## src/rtl/alu_pkg.sv

```systemverilog
// Shared definitions for the sequential ALU: opcodes, FSM states and the
// single-cycle result/flag function used by the top level.
package alu_pkg;

   // Width the datapath function works in; operands are sign-extended into it.
   localparam int MAXW   = 64;
   localparam int COD_OP = 6;

   localparam logic [COD_OP-1:0] OP_ADD = 6'b100000;
   localparam logic [COD_OP-1:0] OP_SUB = 6'b100010;
   localparam logic [COD_OP-1:0] OP_AND = 6'b100100;
   localparam logic [COD_OP-1:0] OP_OR  = 6'b100101;
   localparam logic [COD_OP-1:0] OP_XOR = 6'b100110;
   localparam logic [COD_OP-1:0] OP_NOR = 6'b100111;
   localparam logic [COD_OP-1:0] OP_SRL = 6'b000010;
   localparam logic [COD_OP-1:0] OP_SRA = 6'b000011;
   localparam logic [COD_OP-1:0] OP_MUL = 6'b011000;

   typedef enum logic [3:0] {
      K_ADD, K_SUB, K_AND, K_OR, K_XOR, K_NOR, K_SRL, K_SRA, K_MUL, K_INV
   } alu_op_e;

   typedef enum logic {
      ST_IDLE    = 1'b0,
      ST_MUL_RUN = 1'b1
   } state_e;

   typedef struct packed {
      logic [MAXW-1:0] res;
      logic            zero;
      logic            negativo;
      logic            carry;
      logic            overflow;
      logic            op_invalida;
   } alu_flags_t;

   // msb is the index of the operand sign bit (operand width - 1).
   function automatic alu_flags_t alu_calc(input alu_op_e         op,
                                           input logic [MAXW-1:0] a,
                                           input logic [MAXW-1:0] b,
                                           input logic [5:0]      msb);
      alu_flags_t      f;
      logic [MAXW-1:0] mask;
      logic [MAXW-1:0] au;
      logic [MAXW-1:0] bu;
      logic [MAXW-1:0] sum;
      mask = ~(({MAXW{1'b1}} << msb) << 1);
      au   = a & mask;
      bu   = b & mask;
      sum  = '0;
      f    = '0;
      case (op)
         K_ADD: begin
            sum        = au + bu;
            f.res      = sum;
            f.carry    = sum[msb + 6'd1];
            f.overflow = (a[msb] == b[msb]) && (sum[msb] != a[msb]);
         end
         K_SUB: begin
            // Carry out of A + ~B + 1 is the "no borrow" indication.
            sum        = au + (~bu & mask) + MAXW'(1);
            f.res      = sum;
            f.carry    = sum[msb + 6'd1];
            f.overflow = (a[msb] != b[msb]) && (sum[msb] != a[msb]);
         end
         K_AND: f.res = a & b;
         K_OR:  f.res = a | b;
         K_XOR: f.res = a ^ b;
         K_NOR: f.res = ~(a | b);
         K_SRL: f.res = au >> bu;
         K_SRA: f.res = $signed(a) >>> bu;
         default: f.op_invalida = 1'b1;
      endcase
      f.res      = f.res & mask;
      f.zero     = (f.res == '0) && !f.op_invalida;
      f.negativo = f.res[msb];
      return f;
   endfunction

endpackage

```

## src/rtl/alu_mul_iterativo.sv

```systemverilog
// Unsigned shift-add multiplier: one multiplier bit per clock, NBITS clocks
// after start. done flags the final step; product is the value being loaded.
module alu_mul_iterativo #(
   parameter int NBITS = 8
) (
   input  logic               clk,
   input  logic               rst_n,
   input  logic               start,
   input  logic [NBITS-1:0]   multiplicand,
   input  logic [NBITS-1:0]   multiplier,
   output logic               done,
   output logic [2*NBITS-1:0] product
);

   localparam int CW = $clog2(NBITS + 1);

   logic [2*NBITS-1:0] acc_reg;
   logic [2*NBITS-1:0] acc_next;
   logic [NBITS-1:0]   mcand_reg;
   logic [CW-1:0]      count_reg;
   logic               busy_reg;
   logic [NBITS:0]     partial;

   // Upper half accumulates, lower half shifts the multiplier out LSB first.
   always_comb begin
      partial  = {1'b0, acc_reg[2*NBITS-1:NBITS]}
               + (acc_reg[0] ? {1'b0, mcand_reg} : '0);
      acc_next = {partial, acc_reg[NBITS-1:1]};
   end

   assign done    = busy_reg && (count_reg == CW'(1));
   assign product = acc_next;

   always_ff @(posedge clk or negedge rst_n) begin
      if (!rst_n) begin
         acc_reg   <= '0;
         mcand_reg <= '0;
         count_reg <= '0;
         busy_reg  <= 1'b0;
      end else if (start) begin
         acc_reg   <= {{NBITS{1'b0}}, multiplier};
         mcand_reg <= multiplicand;
         count_reg <= CW'(NBITS);
         busy_reg  <= 1'b1;
      end else if (busy_reg) begin
         acc_reg   <= acc_next;
         count_reg <= count_reg - CW'(1);
         if (count_reg == CW'(1)) begin
            busy_reg <= 1'b0;
         end
      end
   end

endmodule

```

## src/rtl/alu_secuencial.sv

```systemverilog
// Registered ALU with valid/ready on both sides, status flags, invalid-opcode
// reporting and an optional iterative signed multiply.
module alu_secuencial
   import alu_pkg::*;
#(
   parameter int NBITS  = 8,
   parameter int COD_OP = 6,
   parameter bit MUL_EN = 1'b1
) (
   input  logic              i_clk,
   input  logic              i_rst_n,
   input  logic              i_valid,
   output logic              o_ready,
   input  logic [NBITS-1:0]  i_operando_A,
   input  logic [NBITS-1:0]  i_operando_B,
   input  logic [COD_OP-1:0] i_cod_operacion,
   output logic              o_valid,
   input  logic              i_ready,
   output logic [NBITS-1:0]  o_resultado,
   output logic              o_zero,
   output logic              o_negativo,
   output logic              o_carry,
   output logic              o_overflow,
   output logic              o_op_invalida
);

   localparam logic [5:0] MSB = 6'(NBITS - 1);

   state_e             state_reg;
   state_e             state_next;
   alu_op_e            op_sel;
   alu_flags_t         calc;
   logic [MAXW-1:0]    a_ext;
   logic [MAXW-1:0]    b_ext;
   logic               accept;
   logic               mul_start;
   logic               mul_done;
   logic [2*NBITS-1:0] mul_product;
   logic [2*NBITS-1:0] prod_signed;
   logic               mul_ovf;
   logic [NBITS-1:0]   mag_a;
   logic [NBITS-1:0]   mag_b;
   logic               prod_neg_reg;
   logic               valid_reg;
   logic [NBITS-1:0]   res_reg;
   logic               zero_reg;
   logic               neg_reg;
   logic               carry_reg;
   logic               ovf_reg;
   logic               inv_reg;
   logic               unused_calc_hi;

   always_comb begin
      op_sel = K_INV;
      if      (i_cod_operacion == COD_OP'(OP_ADD))           op_sel = K_ADD;
      else if (i_cod_operacion == COD_OP'(OP_SUB))           op_sel = K_SUB;
      else if (i_cod_operacion == COD_OP'(OP_AND))           op_sel = K_AND;
      else if (i_cod_operacion == COD_OP'(OP_OR))            op_sel = K_OR;
      else if (i_cod_operacion == COD_OP'(OP_XOR))           op_sel = K_XOR;
      else if (i_cod_operacion == COD_OP'(OP_NOR))           op_sel = K_NOR;
      else if (i_cod_operacion == COD_OP'(OP_SRL))           op_sel = K_SRL;
      else if (i_cod_operacion == COD_OP'(OP_SRA))           op_sel = K_SRA;
      else if (MUL_EN && i_cod_operacion == COD_OP'(OP_MUL)) op_sel = K_MUL;
   end

   assign a_ext          = MAXW'($signed(i_operando_A));
   assign b_ext          = MAXW'($signed(i_operando_B));
   assign calc           = alu_calc(op_sel, a_ext, b_ext, MSB);
   assign unused_calc_hi = ^calc.res[MAXW-1:NBITS];

   assign accept    = i_valid && o_ready;
   assign mul_start = accept && (op_sel == K_MUL);

   // The core multiplies magnitudes; the sign is reapplied when it finishes.
   assign mag_a = i_operando_A[NBITS-1] ? -i_operando_A : i_operando_A;
   assign mag_b = i_operando_B[NBITS-1] ? -i_operando_B : i_operando_B;

   generate
      if (MUL_EN) begin : g_mul
         alu_mul_iterativo #(
            .NBITS(NBITS)
         ) u_mul (
            .clk          (i_clk),
            .rst_n        (i_rst_n),
            .start        (mul_start),
            .multiplicand (mag_a),
            .multiplier   (mag_b),
            .done         (mul_done),
            .product      (mul_product)
         );
      end else begin : g_no_mul
         assign mul_done    = 1'b0;
         assign mul_product = '0;
      end
   endgenerate

   assign prod_signed = prod_neg_reg ? -mul_product : mul_product;
   // Fits in signed NBITS only if the top NBITS+1 bits are a pure sign run.
   assign mul_ovf = (prod_signed[2*NBITS-1:NBITS-1] != '0)
                 && (prod_signed[2*NBITS-1:NBITS-1] != '1);

   always_ff @(posedge i_clk or negedge i_rst_n) begin
      if (!i_rst_n) begin
         state_reg <= ST_IDLE;
      end else begin
         state_reg <= state_next;
      end
   end

   always_comb begin
      state_next = state_reg;
      case (state_reg)
         ST_IDLE:    if (mul_start) state_next = ST_MUL_RUN;
         ST_MUL_RUN: if (mul_done)  state_next = ST_IDLE;
         default:    state_next = ST_IDLE;
      endcase
   end

   always_comb begin
      o_ready = (state_reg == ST_IDLE) && (!valid_reg || i_ready);
   end

   always_ff @(posedge i_clk or negedge i_rst_n) begin
      if (!i_rst_n) begin
         valid_reg    <= 1'b0;
         res_reg      <= '0;
         zero_reg     <= 1'b0;
         neg_reg      <= 1'b0;
         carry_reg    <= 1'b0;
         ovf_reg      <= 1'b0;
         inv_reg      <= 1'b0;
         prod_neg_reg <= 1'b0;
      end else if (accept && op_sel != K_MUL) begin
         valid_reg <= 1'b1;
         res_reg   <= calc.res[NBITS-1:0];
         zero_reg  <= calc.zero;
         neg_reg   <= calc.negativo;
         carry_reg <= calc.carry;
         ovf_reg   <= calc.overflow;
         inv_reg   <= calc.op_invalida;
      end else if (accept) begin
         valid_reg    <= 1'b0;
         prod_neg_reg <= i_operando_A[NBITS-1] ^ i_operando_B[NBITS-1];
      end else if (state_reg == ST_MUL_RUN && mul_done) begin
         valid_reg <= 1'b1;
         res_reg   <= prod_signed[NBITS-1:0];
         zero_reg  <= (prod_signed[NBITS-1:0] == '0);
         neg_reg   <= prod_signed[NBITS-1];
         carry_reg <= 1'b0;
         ovf_reg   <= mul_ovf;
         inv_reg   <= 1'b0;
      end else if (valid_reg && i_ready) begin
         valid_reg <= 1'b0;
      end
   end

   assign o_valid       = valid_reg;
   assign o_resultado   = res_reg;
   assign o_zero        = zero_reg;
   assign o_negativo    = neg_reg;
   assign o_carry       = carry_reg;
   assign o_overflow    = ovf_reg;
   assign o_op_invalida = inv_reg;

endmodule

```

## config.mk

```make
export PLATFORM = sky130hd
export DESIGN_NAME = alu_secuencial
export DESIGN_NICKNAME = d
export VERILOG_FILES = /design/src/rtl/alu_pkg.sv /design/src/rtl/alu_mul_iterativo.sv /design/src/rtl/alu_secuencial.sv
export SDC_FILE = /design/constraint.sdc
export NUM_CORES = 1
export LEC_CHECK = 0
export BUFFER_PORTS_ARGS = -buffer_cell sky130_fd_sc_hd__clkbuf_2
export CAP_MARGIN = 20
export CORE_MARGIN = 2
export CORE_UTILIZATION = 30
export CTS_BUF_LIST = sky130_fd_sc_hd__clkbuf_4 sky130_fd_sc_hd__clkbuf_8
export CTS_CLUSTER_DIAMETER = 50
export DETAILED_ROUTE_END_ITERATION = 7
export PLACE_DENSITY_LB_ADDON = 0.05
export SLEW_MARGIN = 0
export SYNTH_ARGS = -nofsm -noshare
export SYNTH_HDL_FRONTEND = slang
export SYNTH_SLANG_ARGS = --single-unit
```

## constraint.sdc

```tcl
create_clock -name i_clk -period 8.3 [get_ports i_clk]
set_input_delay 0.83 -clock i_clk [delete_from_list [all_inputs] [get_ports i_clk]]
set_output_delay 0.83 -clock i_clk [all_outputs]
set_load 0.01 [all_outputs]
```

==> results by stage <==
Power:
- The sequential share of power is 0.285.
- Of the total power, combinational logic draws 0.599.
- For this design the total switching power over the nets is 0.000595 W.
- The cell internal power dissipation is 0.000652 W.
- Of the total power, the share spent switching nets is 0.477.
- The power density normalized to cell area is 242 nW/um^2.
- The fraction of power consumed by the clock network is 0.116.
- The worst-case IR drop observed on VDD is 0.0917 mV.
- In this run the static leakage power is around 2.3 nW.

Drt:
- The detailed router placed 4457 vias in this run.
- The total wire length is 15.2 mm.
- The DRC marker count from the first detailed-route iteration is 268.
- Once detail routing completed, the nets flagged for antenna violations numbered 0.
- The count of TritonRoute iterations in the first routing pass is 6.
- After detailed routing, the number of vias per cell comes to approximately 5.3.
- The residual DRC count is 0.
- Dividing the detail-routed wire length by the instance count gives between 15 and 20 microns.

Setup path:
- The source of the critical timing path is i_operando_B[1].
- The endpoint required time on the critical path is 8550 ps.
- The endpoint identified for the worst register-to-register timing path is o_overflow.
- The arrival time of data at the critical path endpoint is 3760 ps.
- The critical path launch point type is an input pin.
- The count of cells along the worst register-to-register path is 12.
- Of all nets on the critical path, the largest fanout is 13.
- The worst setup path is captured at a register.
- In this run the critical register-to-register path is launched from g_mul.u_mul.acc_reg[0].
- The capturing element of the worst setup path is o_zero.
- The type of the worst setup path is in2reg.
- For flop-to-flop paths, the worst setup slack is 4900 ps.

Layout:
- In the final design database the tool counted 693 nets.
- Across the whole layout, storage elements account for between 1000 and 1500 sq um.
- The final cell count without fillers is 839.
- The area taken by multi-input logic gates is about 3300 sq um.
- The library cells used most frequently in the layout, excluding fill and tap cells, are 62 x nand2_1, 58 x o21ai_0, 57 x nor2_1.
- The final antenna diode count is 0.
- The filler cells instantiated in the layout total roughly 1.7k.
- The final cell area excluding filler cells is 5150 sq um.
- Compared with the post-synthesis result, the final layout area differs by 9.64%.
- The number of flip-flops under the largest register name is 16.
- The utilization of the core after routing is 0.338.
- In the final layout, the share of cells above drive strength 1 is 0.0987.
- The library cell used most frequently in the layout, excluding fill and tap cells, is nand2_1.

Yosys:
- The post-synthesis xor/xnor area fraction is 0.0727.
- The share of synthesized registers carrying an async set or reset is 1.00.
- Among all flip-flop cells after synthesis, the most frequent one is dfrtp_1.
- The post-synthesis average cell area is 7.73 sq um.
- The number of enable-type register cells in the synthesized netlist is 0.
- The compound-gate portion of the synthesized area is 0.228.
- The proportion of synthesized area in mux cells is 0.0773.
- Counting flops and latches in the post-synthesis netlist gives 44.
- The synthesized instance count is 608.
- The total standard cell area after synthesis is 4700 sq um.
- Of the synthesized area, sequential elements account for 0.234.
- After synthesis, the netlist uses 64 different library cells.
- Of the total synthesized cell area, the portion taken by full adders, half adders and majority gates is 0.111.
- When the netlist entered floorplanning its net count stood at 674.
- For this run, the number of Yosys warnings is 0.
- The simple logic cell fraction of the synthesized area is 0.215.
- The largest family of logic cells by synthesized area is compound AO/OA/AOI/OAI gates.

CTS:
- The insertion delay of the later-clocked pin in the worst-skew pair is around 310 ps.
- In this run the post-CTS setup repair buffer count came out at 0.
- TritonCTS built the clock tree.
- The number of buffers between clock root and the deepest sink is 2.
- The H-tree depth reported by CTS is 2.
- The hold-fix buffer count after cts is 0.
- The total CTS buffers is 5.
- In this run the clock root is driven by a clkbuf_8.
- The clock-pin slew of the registers on the worst-case setup and hold paths is 90 ps.
- The clock sink total is 44.
- The number of gates resized after CTS is 0.

Floorplanning:
- The floorplan die area is 16700 sq um.
- From left edge to right edge, the die measures 129 microns.
- The region available for standard cell placement spans approximately 15000 sq um.
- During I/O placement, the number of pins put on the boundary was 41.
- The initial utilization of the core area, before any placement, comes to 0.308.
- The floorplan step set the die height to 129 microns.
- The number of core rows is 45.

Timing:
- The actual transition at the worst max-transition pin is 772 ps.
- Counting I/O delays and the setup requirement, the final critical path takes 3510 ps.
- Setup repair after global routing left no endpoint under its margin.
- Setup violations remaining at the end of the flow were counted as 0.
- Clock skew on the completed layout was measured at roughly 4.3 ps.
- The final critical-path share of the clock period is 0.423.
- The number of max-slew violations in the final report was 0.
- Based on the critical path, the design can be clocked at up to 0.285 GHz.
- The final sum of negative setup slack is 0 ps.
- Measured against its own limit, the worst slew margin works out to 0.481.
- The hold violation total from the final report is 0.

Global routing:
- The aggregate global-route resource usage is 0.187.
- The final global-route overflow total is 0.
- The first global-routing pass estimated 24.3 mm of wire.
- The number of antenna violations at the first check in global routing is 0.
- Entering global routing, the biggest net connects 45 pins.
- The number of global-route vias before repair was 4390.

Worst hold path:
- The path type of the worst min-delay path is reg2reg.

Place:
- Counting tap cells, the placed design contains a total of about 830 instances.
- The total of buffers placed on input and output ports is 40.
- The final weighted congestion in routability-driven placement is 0.872.
- The HPWL after detailed placement is approximately 12 mm.
- Summing all placed instances gives a cell area of between 5000 and 6000 sq um.

Outcome:
- The flow ran to the end, and the final reports show no timing, DRC or antenna violations.

Flow run:
- Across the run, the number of max-cap violations was 0.
==> worst min-delay path by stage <==
stage                     slack, ps                      from                        to  cells after the start
final                           480  g_mul.u_mul.mcand_reg[3]  g_mul.u_mul.mcand_reg[3]                      2
after global routing            510  g_mul.u_mul.mcand_reg[0]  g_mul.u_mul.mcand_reg[0]                      2
after CTS                       490  g_mul.u_mul.mcand_reg[3]  g_mul.u_mul.mcand_reg[3]                      2
after detailed placement        470  g_mul.u_mul.mcand_reg[3]  g_mul.u_mul.mcand_reg[3]                      2
after global placement          460  g_mul.u_mul.mcand_reg[2]  g_mul.u_mul.mcand_reg[2]                      2
after floorplan                 430  g_mul.u_mul.mcand_reg[7]  g_mul.u_mul.mcand_reg[7]                      2
==> cell families (layout without fill, tap and decap cells) <==
logic type / count (synthesis) / count (layout)
AOI/OAI and AO/OA: 168 / 168
adders and majority gates: 40 / 40
DFF: 44 / 44
muxes: 36 / 36
and+or+nand+nor: 209 / 209
xor gates and xnor gates: 39 / 39
buffers and inverters: 72 / 92
==> routing by layer <==
metal | up-vias | GRT usage | wire length (microns)
met5 | - | 0 | 0
met4 | 0 | 0.0659 | 435
met3 | 26 | 0.0173 | 495
met1 | 2117 | 0.255 | 7210
met2 | 119 | 0.311 | 7050
li1 | 2195 | - | -
==> layout make-up <==
type / instances / area share
clock inverter: 3 / 0.00413
multi-input combinational: 492 / 0.644
clock buffer: 5 / 0.0134
sequential: 44 / 0.214
inverter: 40 / 0.0292
timing repair buffer: 44 / 0.0447
tap: 211 / 0.0513
==> worst max-delay path, cell delays in order <==
cell and delay (ps):
clkbuf_2 250, clkinv_1 390, fa_1 570, nor2b_1 150, o21ai_0 230, nand2_1 100, a21boi_0 260, xor2_1 110
a211o_1 360, nor4_2 290, a41o_1 210
==> Yosys cell counts (6+ instances only) <==
library cell / number / area [sq um]
a21oi_1: 36 / 180
clkbuf_1: 21 / 78.8
nand2_1: 62 / 233
xnor2_1: 30 / 263
ha_1: 37 / 463
a211oi_1: 7 / 52.6
o31ai_1: 9 / 67.6
mux2i_1: 34 / 340
dfrtp_1: 44 / 1100
o211ai_1: 10 / 75.1
nor2_1: 57 / 214
nor3_1: 13 / 65.1
and3_1: 6 / 37.5
inv_1: 38 / 143
and2_1: 9 / 56.3
nand3_1: 17 / 85.1
o21ai_0: 58 / 290
xor2_1: 9 / 78.8
nor2b_1: 10 / 62.6
nor4_1: 6 / 37.5
==> metrics by stage <==
stage,hold WS (ps),setup WS [ps],power (W)
floorplan,435,4910,0.000908
global placement,460,4650,0.00110
detailed placement,465,4530,0.00110
CTS,488,4840,0.00126
global route,506,4510,0.00136
finish,481,4790,0.00125
==> power by group through the flow <==
stage,logic [W],clock network (W),registers [W]
after floorplan,0.000561,0,0.000347
after global placement,0.000736,0,0.000360
after detailed placement,0.000744,0,0.000361
after CTS,0.000749,0.000153,0.000357
after global routing,0.000841,0.000156,0.000367
final,0.000746,0.000145,0.000356
Note: power is estimated with default switching activity, not from simulation.
